File: src/rtl/nock_increment_pkg.sv
// Shared Nock memory/execute encodings used by the increment worker.
// Tag layout: bit7 = execute, bits[1:0] = hed/tel atom flags.
package nock_increment_pkg;

    localparam int TAG_TEL_ATOM = 0;
    localparam int TAG_HED_ATOM = 1;
    localparam int TAG_EXEC     = 7;

    localparam logic [1:0] CELL_CELL = 2'b00;
    localparam logic [1:0] CELL_ATOM = 2'b01;
    localparam logic [1:0] ATOM_CELL = 2'b10;
    localparam logic [1:0] ATOM_ATOM = 2'b11;

    localparam logic [27:0] NIL = 28'h0;

    localparam logic [1:0] MEM_NONE     = 2'd0;
    localparam logic [1:0] GET_CONTENTS = 2'd1;
    localparam logic [1:0] SET_CONTENTS = 2'd2;

    localparam logic [3:0] MUX_INCR = 4'd4;

    localparam logic [3:0] SYS_FUNC_TRAVERSE     = 4'h2;
    localparam logic [3:0] SYS_FUNC_EXECUTE      = 4'h3;
    localparam logic [3:0] SYS_TRAVERSE_POP      = 4'h2;
    localparam logic [3:0] SYS_EXECUTE_ERROR     = 4'hF;

    localparam logic [7:0] INCR_ERR_NONE = 8'h00;
    localparam logic [7:0] INCR_ERR_CELL = 8'h04;
    localparam logic [7:0] INCR_ERR_OVF  = 8'h05;

    typedef enum logic [2:0] {
        ST_IDLE,
        ST_RD_WAIT,
        ST_CALC,
        ST_WRITE,
        ST_WR_WAIT,
        ST_DONE,
        ST_ERR
    } incr_state_t;

endpackage

File: src/rtl/nock_increment.sv
// Nock opcode 4 worker: resolves [4 b] operand, increments it, rewrites the cell in place.
// Latency: direct 5 + write latency cycles; indirect adds read latency + 1. Start while busy is dropped.
module nock_increment
    import nock_increment_pkg::*;
#(
    parameter int ADDR_W = 10,
    parameter int NOUN_W = 28,
    parameter int TAG_W  = 8,
    parameter int DATA_W = TAG_W + 2*NOUN_W
) (
    input  logic              clk,
    input  logic              rst,
    input  logic              start,
    input  logic [ADDR_W-1:0] module_address,
    input  logic [DATA_W-1:0] module_data,
    input  logic              mem_ready,
    input  logic [DATA_W-1:0] read_data1,
    output logic              mem_execute,
    output logic [ADDR_W-1:0] address1,
    output logic [1:0]        mem_func,
    output logic [DATA_W-1:0] write_data,
    output logic              module_finished,
    output logic [3:0]        execute_return_sys_func,
    output logic [3:0]        execute_return_state,
    output logic [7:0]        error
);

    localparam int TAG_LSB = DATA_W - TAG_W;

    incr_state_t       state_q, state_d;
    logic [7:0]        err_code_d;
    logic [ADDR_W-1:0] cell_addr_q;
    logic [2:0]        tag_keep_q;
    logic [NOUN_W-1:0] operand_q;
    logic [NOUN_W-1:0] result_q;
    logic [TAG_W-1:0]  new_tag;

    wire [NOUN_W-1:0] in_tel   = module_data[NOUN_W-1:0];
    wire [NOUN_W-1:0] rd_hed   = read_data1[2*NOUN_W-1:NOUN_W];
    wire              in_direct = module_data[TAG_LSB + TAG_TEL_ATOM];
    wire              rd_atom   = read_data1[TAG_LSB + TAG_HED_ATOM];

    logic unused_bits;
    assign unused_bits = ^{module_data[DATA_W-1:NOUN_W], read_data1[DATA_W-1:TAG_LSB],
                           read_data1[NOUN_W-1:0]};

    always_ff @(posedge clk or negedge rst) begin
        if (!rst) state_q <= ST_IDLE;
        else      state_q <= state_d;
    end

    always_comb begin
        state_d    = state_q;
        err_code_d = INCR_ERR_NONE;
        case (state_q)
            ST_IDLE:    if (start) state_d = in_direct ? ST_CALC : ST_RD_WAIT;
            ST_RD_WAIT: if (mem_ready) begin
                            if (rd_atom) state_d = ST_CALC;
                            else begin
                                state_d    = ST_ERR;
                                err_code_d = INCR_ERR_CELL;
                            end
                        end
            // Only direct atoms are handled; wrapping would need an indirect atom.
            ST_CALC:    if (&operand_q) begin
                            state_d    = ST_ERR;
                            err_code_d = INCR_ERR_OVF;
                        end else begin
                            state_d = ST_WRITE;
                        end
            ST_WRITE:   state_d = ST_WR_WAIT;
            ST_WR_WAIT: if (mem_ready) state_d = ST_DONE;
            default:    state_d = ST_IDLE;
        endcase
    end

    always_comb begin
        module_finished = (state_q == ST_DONE) || (state_q == ST_ERR);
        new_tag         = {1'b0, tag_keep_q, 2'b00, ATOM_ATOM};
    end

    always_ff @(posedge clk or negedge rst) begin
        if (!rst) begin
            cell_addr_q             <= '0;
            tag_keep_q              <= '0;
            operand_q               <= '0;
            result_q                <= '0;
            mem_execute             <= 1'b0;
            mem_func                <= MEM_NONE;
            address1                <= '0;
            write_data              <= '0;
            execute_return_sys_func <= 4'h0;
            execute_return_state    <= 4'h0;
            error                   <= INCR_ERR_NONE;
        end else begin
            // Request strobe is a single-cycle pulse; address/data simply hold.
            mem_execute <= 1'b0;
            mem_func    <= MEM_NONE;
            case (state_q)
                ST_IDLE: if (start) begin
                    cell_addr_q             <= module_address;
                    tag_keep_q              <= module_data[TAG_LSB+6:TAG_LSB+4];
                    operand_q               <= in_tel;
                    error                   <= INCR_ERR_NONE;
                    execute_return_sys_func <= 4'h0;
                    execute_return_state    <= 4'h0;
                    if (!in_direct) begin
                        mem_execute <= 1'b1;
                        mem_func    <= GET_CONTENTS;
                        address1    <= in_tel[ADDR_W-1:0];
                    end
                end
                ST_RD_WAIT: if (mem_ready && rd_atom) operand_q <= rd_hed;
                ST_CALC:    result_q <= operand_q + NOUN_W'(1);
                ST_WRITE: begin
                    mem_execute <= 1'b1;
                    mem_func    <= SET_CONTENTS;
                    address1    <= cell_addr_q;
                    write_data  <= {new_tag, result_q, NOUN_W'(NIL)};
                end
                default: ;
            endcase
            if (state_d == ST_DONE) begin
                execute_return_sys_func <= SYS_FUNC_TRAVERSE;
                execute_return_state    <= SYS_TRAVERSE_POP;
            end
            if (state_d == ST_ERR) begin
                execute_return_sys_func <= SYS_FUNC_EXECUTE;
                execute_return_state    <= SYS_EXECUTE_ERROR;
                error                   <= err_code_d;
            end
        end
    end

endmodule

File: config.mk
export PLATFORM = sky130hd
export DESIGN_NAME = nock_increment
export DESIGN_NICKNAME = d
export VERILOG_FILES = /design/src/rtl/nock_increment_pkg.sv /design/src/rtl/nock_increment.sv
export SDC_FILE = /design/constraint.sdc
export NUM_CORES = 1
export LEC_CHECK = 0
export BUFFER_PORTS_ARGS = -buffer_cell sky130_fd_sc_hd__buf_2
export CAP_MARGIN = 15
export CORE_MARGIN = 5
export CORE_UTILIZATION = 48
export DETAILED_ROUTE_END_ITERATION = 16
export PLACE_DENSITY = 0.8
export SKIP_LAST_GASP = 1
export SYNTH_ARGS = -nofsm -noshare
export SYNTH_HDL_FRONTEND = slang
export SYNTH_SLANG_ARGS = --single-unit
File: constraint.sdc
create_clock -name clk -period 2.3 [get_ports clk]
set_input_delay 0.23 -clock clk [delete_from_list [all_inputs] [get_ports clk]]
set_output_delay 0.23 -clock clk [all_outputs]
set_load 0.02 [all_outputs]
Word level (Yosys, flattened, before mapping)
Cells that the tools add are included.
{"block": "op_classes", "add_sub_neg": 1, "n_mux": 31, "n_eq_ne": 11, "reduce_logical": 15}
{"op": "$mux W28", "count": 2}
{"op": "$pmux W28 S2", "count": 1}
{"op": "$add A28 B1 Y28 const B", "count": 1}
{"op": "$reduce_and A28 Y1", "count": 1}
{"op": "$mux W3", "count": 8}
{"op": "$mux W8", "count": 3}
{"op": "$mux W10", "count": 2}
{"op": "$mux W4", "count": 5}
{"op": "$pmux W10 S2", "count": 1}
{"op": "$eq A3 B3 Y1 const B", "count": 5}
{"op": "$pmux W3 S5", "count": 1}
{"op": "$reduce_bool A2 Y1", "count": 4}
{"op": "$eq A3 B2 Y1 const B", "count": 2}
{"op": "$ne A2 B2 Y1 const B", "count": 3}
{"op": "$pmux W3 S2", "count": 1}
{"op": "$reduce_and A2 Y1", "count": 3}
{"op": "$reduce_and A3 Y1", "count": 2}
{"op": "$reduce_bool A3 Y1", "count": 2}
{"op": "$mux W1", "count": 4}
{"op": "$pmux W2 S2", "count": 1}
{"op": "$eq A3 B1 Y1 const B", "count": 1}
{"op": "$logic_not A3 Y1", "count": 1}
{"op": "$mux W2", "count": 1}
{"op": "$pmux W1 S2", "count": 1}
{"op": "other kinds (2)", "count": 2}
{"block": "totals", "inputBits": 142, "word_cells": 70, "out_inout_bits": 94, "regBits": 134}

Depth between registers and ports, before layout
{"block": "depth", "ltp_word": 6, "ltp_mapped": 8, "ltp_nobuf": 6}

Worst setup path after synthesis
OpenSTA, ideal clock, no wires.
{"block": "synth_path", "path_type": "register to register", "start": "reg state_q[0]", "end": "reg address1[0]", "setup_ns": 0.134, "path_buffers": 2, "path_stages_with_launch": 8, "period_less_slack_ns": 1.610, "t_required_ns": 2.166, "setup_slack_ns": 0.690, "arrival_time_ns": 1.476, "path_cell_list": "dfrtp_1 -> clkbuf_1 -> nor2b_1 -> nand2_1 -> nor2_2 -> buf_4 -> mux2i_1 -> o21ai_0"}
{"block": "synth_between", "elab_chain_len": 3}
{"item": "from (decl)", "line": "nock_increment.sv:30", "rtl": "incr_state_t state_q, state_d;"}
{"item": "from (signal assigned)", "line": "nock_increment.sv:49", "rtl": "else state_q <= state_d;"}
{"item": "$eq A3 B2 Y1 or $logic_not A3 Y1 (tied branches)", "line": "nock_increment.sv:99", "rtl": "case (state_q)"}
{"item": "$reduce_bool A2 Y1 (no line) or $ne A2 B2 Y1 (tied branches)"}
{"item": "$reduce_and A3 Y1 (no line)"}
{"item": "to (signal assigned)", "line": "nock_increment.sv:110", "rtl": "address1 <= in_tel[ADDR_W-1:0];"}
{"item": "to (signal assigned)", "line": "nock_increment.sv:118", "rtl": "address1 <= cell_addr_q;"}
{"item": "to (decl)", "line": "nock_increment.sv:19", "rtl": "output logic [ADDR_W-1:0] address1,"}
Parallel ways exist; a longest one is shown, timed or not.
A chain may end at the register's enable or synchronous reset.

Worst setup path in the final report
{"block": "layout_path", "start": "reg operand_q[4]", "end": "reg result_q[23]"}
{"block": "layout_between", "elab_chain_len": 1}
{"item": "from (decl)", "line": "nock_increment.sv:34", "rtl": "logic [NOUN_W-1:0] operand_q;"}
{"item": "from (signal assigned)", "line": "nock_increment.sv:103", "rtl": "operand_q <= in_tel;"}
{"item": "from (signal assigned)", "line": "nock_increment.sv:113", "rtl": "ST_RD_WAIT: if (mem_ready && rd_atom) operand_q <= rd_hed;"}
{"item": "$add A28 B1 Y28", "line": "nock_increment.sv:114", "rtl": "ST_CALC: result_q <= operand_q + NOUN_W'(1);"}
{"item": "to (signal assigned)", "line": "nock_increment.sv:114"}
{"item": "to (decl)", "line": "nock_increment.sv:35", "rtl": "logic [NOUN_W-1:0] result_q;"}
No other way between the ends.

==> flow_summary_export.csv <==
group,metric,value,unit
floorplanning,rows,39,
clock_tree,cts_tree,"built",
placement,dp_hpwl,9530,um
sta,setup_tns,0,ns
setup_path,arrival,2.24,ns
floorplanning,die_y,119,um
sta,fmax,520,MHz
placement,port_buffers,129,
clock_tree,clock_latency,0.40,ns
sta,finalCritPeriodShare,83.6,%
setup_path,path_delay_family,"simple AND/OR/NAND/NOR gates",
setup_path,start_kind,"flop",
synthesis,yosysMostFrequentCell,"nand2_1",
sta,relSlewSlack,44.3,%
setup_path,cp_max_fo,9,
run,cap_violations,0,
clock_tree,h-tree-depth,4,
synthesis,syn_area,5720,um2
sta,hold_viol_final,0,
floorplanning,die_area,14200,um2
setup_path,slowest_delay,0.47,ns
routing,postRouteWirelength,13300,um
power_and_ir_drop,pwr-share-comb,37.0,%
floorplanning,io_pins,236,
layout,final_layout_size_suffix_gt1_share,24.0,%
power_and_ir_drop,swShare,39.4,%
clock_tree,cts.clk_slew.worst_paths,0.05,ns
routing,drt_iter0_markers,300,
power_and_ir_drop,clkPwrFrac,25.7,%
worst_hold_path,worstHoldPathType,"input pin to flop",
setup_path,path_cells,"and3_1, and4_1, nand3_4, or3_1, a31oi_1",
routing,ant_nets,0,
setup_path,critical_path_class,"flop to flop",
clock_tree,cts_root_buffer,"clkbuf_16",
sta,finClkSkew,0.00745,ns
power_and_ir_drop,seqPwrFrac,37.3,%
synthesis,synthTopCellsByCount,"nand2_1, dfrtp_1, nor2_1",
grt,antenna_found_initial,0,
layout,area_growth,22.2,%
clock_tree,cts_made_buffers,17,
layout,multi_input_area,2350,um2
sta,worstMarginPinSlew,0.835,ns
routing,vias,4551,
floorplanning,initial_core_util,49.5,%
routing,drcViolationCount,0,
power_and_ir_drop,intPower,6.38,mW
placement,globalplace.congestion,0.884,
grt,overflow,0,
grt,grt.total_usage,18.9,%
setup_path,crit_buf_inv,0,
synthesis,synth_edf_count,0,
synthesis,ys_seq_elements,121,
setup_path,required,2.62,ns
floorplanning,die-width,119,um
power_and_ir_drop,switchingPower,4.14,mW
clock_tree,postCtsSetupBuffers,0,
power_and_ir_drop,leakage,3.40,nW
setup_path,cp_slowest_cell,"and4_1",
synthesis,synthArstFlopShare,100,%
synthesis,synth-warning-count,0,
synthesis,synth_top_area_cell,"dfrtp_1",
routing,vias_per_cell,5.09,
grt,grt_max_degree,57,
status,outcome,"finished, final reports clean",
sta,fin_crit,1.92,ns
sta,rsz0062_at_grt,"no",
synthesis,syn_area_per_cell,9.27,um2
layout,nFillCells,956,
layout,diodes,0,
clock_tree,clock_path_buffers,2,
grt,grt_pass1_vias,4502,
grt,grt_pass1_wl,21900,um
clock_tree,clkSinkCount,121,
synthesis,synth_top_area_share,52.9,%
synthesis,synthCells,617,
layout,fin_nets,882,
routing,first_pass_iters,5,
sta,hold_slack,0.0134,ns
layout,final-seq-area,3030,um2
routing,wl_per_cell,14.9,um
sta,slew_violations,0,
synthesis,synthFlopType,"dfrtp_1",
setup_path,crit_path_end_kind,"flop",
sta,setup_viol,0,
floorplanning,core-area,11600,um2
synthesis,yosysSeqAreaShare,52.9,%
power_and_ir_drop,p_per_area,1510,nW/um2
synthesis,synth_area_leaders,"dfrtp_1, nand2_1, mux2i_1, buf_4, a21oi_1",
synthesis,ys_types,37,
power_and_ir_drop,peakVddDrop,0.648,mV
## metal layers
| layer | share of wire (%) | track usage, % | vias up |
|---|---|---|---|
| met5 | 0 | 0 | - |
| met4 | 1.9 | 7.53 | 0 |
| met3 | 6.2 | 4.69 | 18 |
| met2 | 49 | 30.8 | 175 |
| met1 | 43 | 24.4 | 2162 |
| li1 | - | - | 2196 |
## stage by stage
| stage | std cells | setup slack, ns | total power [mW] | util, % | instance area (um2) |
|---|---|---|---|---|---|
| floorplan | 655 | 0.690 | 6.61 | - | 5860 |
| global placement | 862 | 0.543 | 7.59 | 55.0 | 6360 |
| detailed placement | 862 | 0.456 | 7.79 | 55.0 | 6360 |
| CTS | 894 | 0.407 | 10.6 | 60.4 | 6990 |
| global route | 894 | 0.247 | 11.2 | 60.4 | 6990 |
| finish | 894 | 0.377 | 10.5 | 60.4 | 6990 |
## kinds of logic after synthesis
family                   count (synthesis)  synth area share, %
other                                    1               0.0656
multiplexers                            41                 7.20
AND/OR/NAND/NOR                        267                 19.7
AO/OA/AOI/OAI                           79                 7.13
XOR/XNOR                                26                 3.98
flip-flops                             121                 52.9
adder cells (fa/ha/maj)                  1                0.219
buffers and inverters                   81                 8.73
## worst paths after layout
| check | from | endpoint | slack (ns) | cells after the start |
|---|---|---|---|---|
| min reg2reg | tag_keep_q[2] | write_data[62] | 0.46 | 2 |
| max reg2reg | operand_q[4] | result_q[23] | 0.38 | 5 |
| max in group asynchronous | rst | write_data[45] | 1.18 | 3 |
| min | module_address[3] | cell_addr_q[3] | 0.01 | 3 |
| min in group asynchronous | rst | write_data[57] | 0.42 | 2 |
| max | operand_q[4] | result_q[23] | 0.38 | 5 |
## power groups by stage
stage	clock network, mW	logic (mW)	registers (mW)
floorplan	0	2.42	4.18
global placement	0	3.74	3.85
global route	2.84	4.35	4.04
finish	2.71	3.90	3.92
detailed placement	0	3.88	3.91
CTS	2.74	3.93	3.90
## cells in the final DEF (no fill, tap or decap), types with 16 or more instances in the layout
| master | count |
|---|---|
| conb_1 | 39 |
| dfrtp_1 | 121 |
| o21ai_0 | 16 |
| nand2_1 | 161 |
| xor2_1 | 20 |
| clkbuf_16 | 17 |
| mux2i_1 | 40 |
| a21oi_1 | 57 |
| buf_2 | 128 |
| nor2_1 | 59 |
## repair_timing
action | in CTS | in global routing
hold endpoints to repair | 50 | 0
gates resized for setup | 0 | 0
hold buffers | 1 | 0
## worst register-to-register path, stage by stage (launching register included)
cell,delay [ns]
dfrtp_1,0.42
and3_1,0.34
and4_1,0.47
nand3_4,0.11
or3_1,0.32
a31oi_1,0.18
## layout make-up
cell class	instances	area share, %
sequential	121	43.3
multi-input combinational	453	33.6
timing repair buffer	143	11.5
clock buffer	21	6.73
tap	143	2.56
clock inverter	10	2.06
inverter	3	0.161
## sequential cells by signal, summed over array words and instances (netlist names)
signal	cells
result_q	28
address1	10
error	2
operand_q	28
execute_return_state	2
tag_keep_q	3
state_q	3
mem_func	2
write_data	32
mem_execute	1
cell_addr_q	10
No activity file was read; power rests on OpenSTA's default activity.
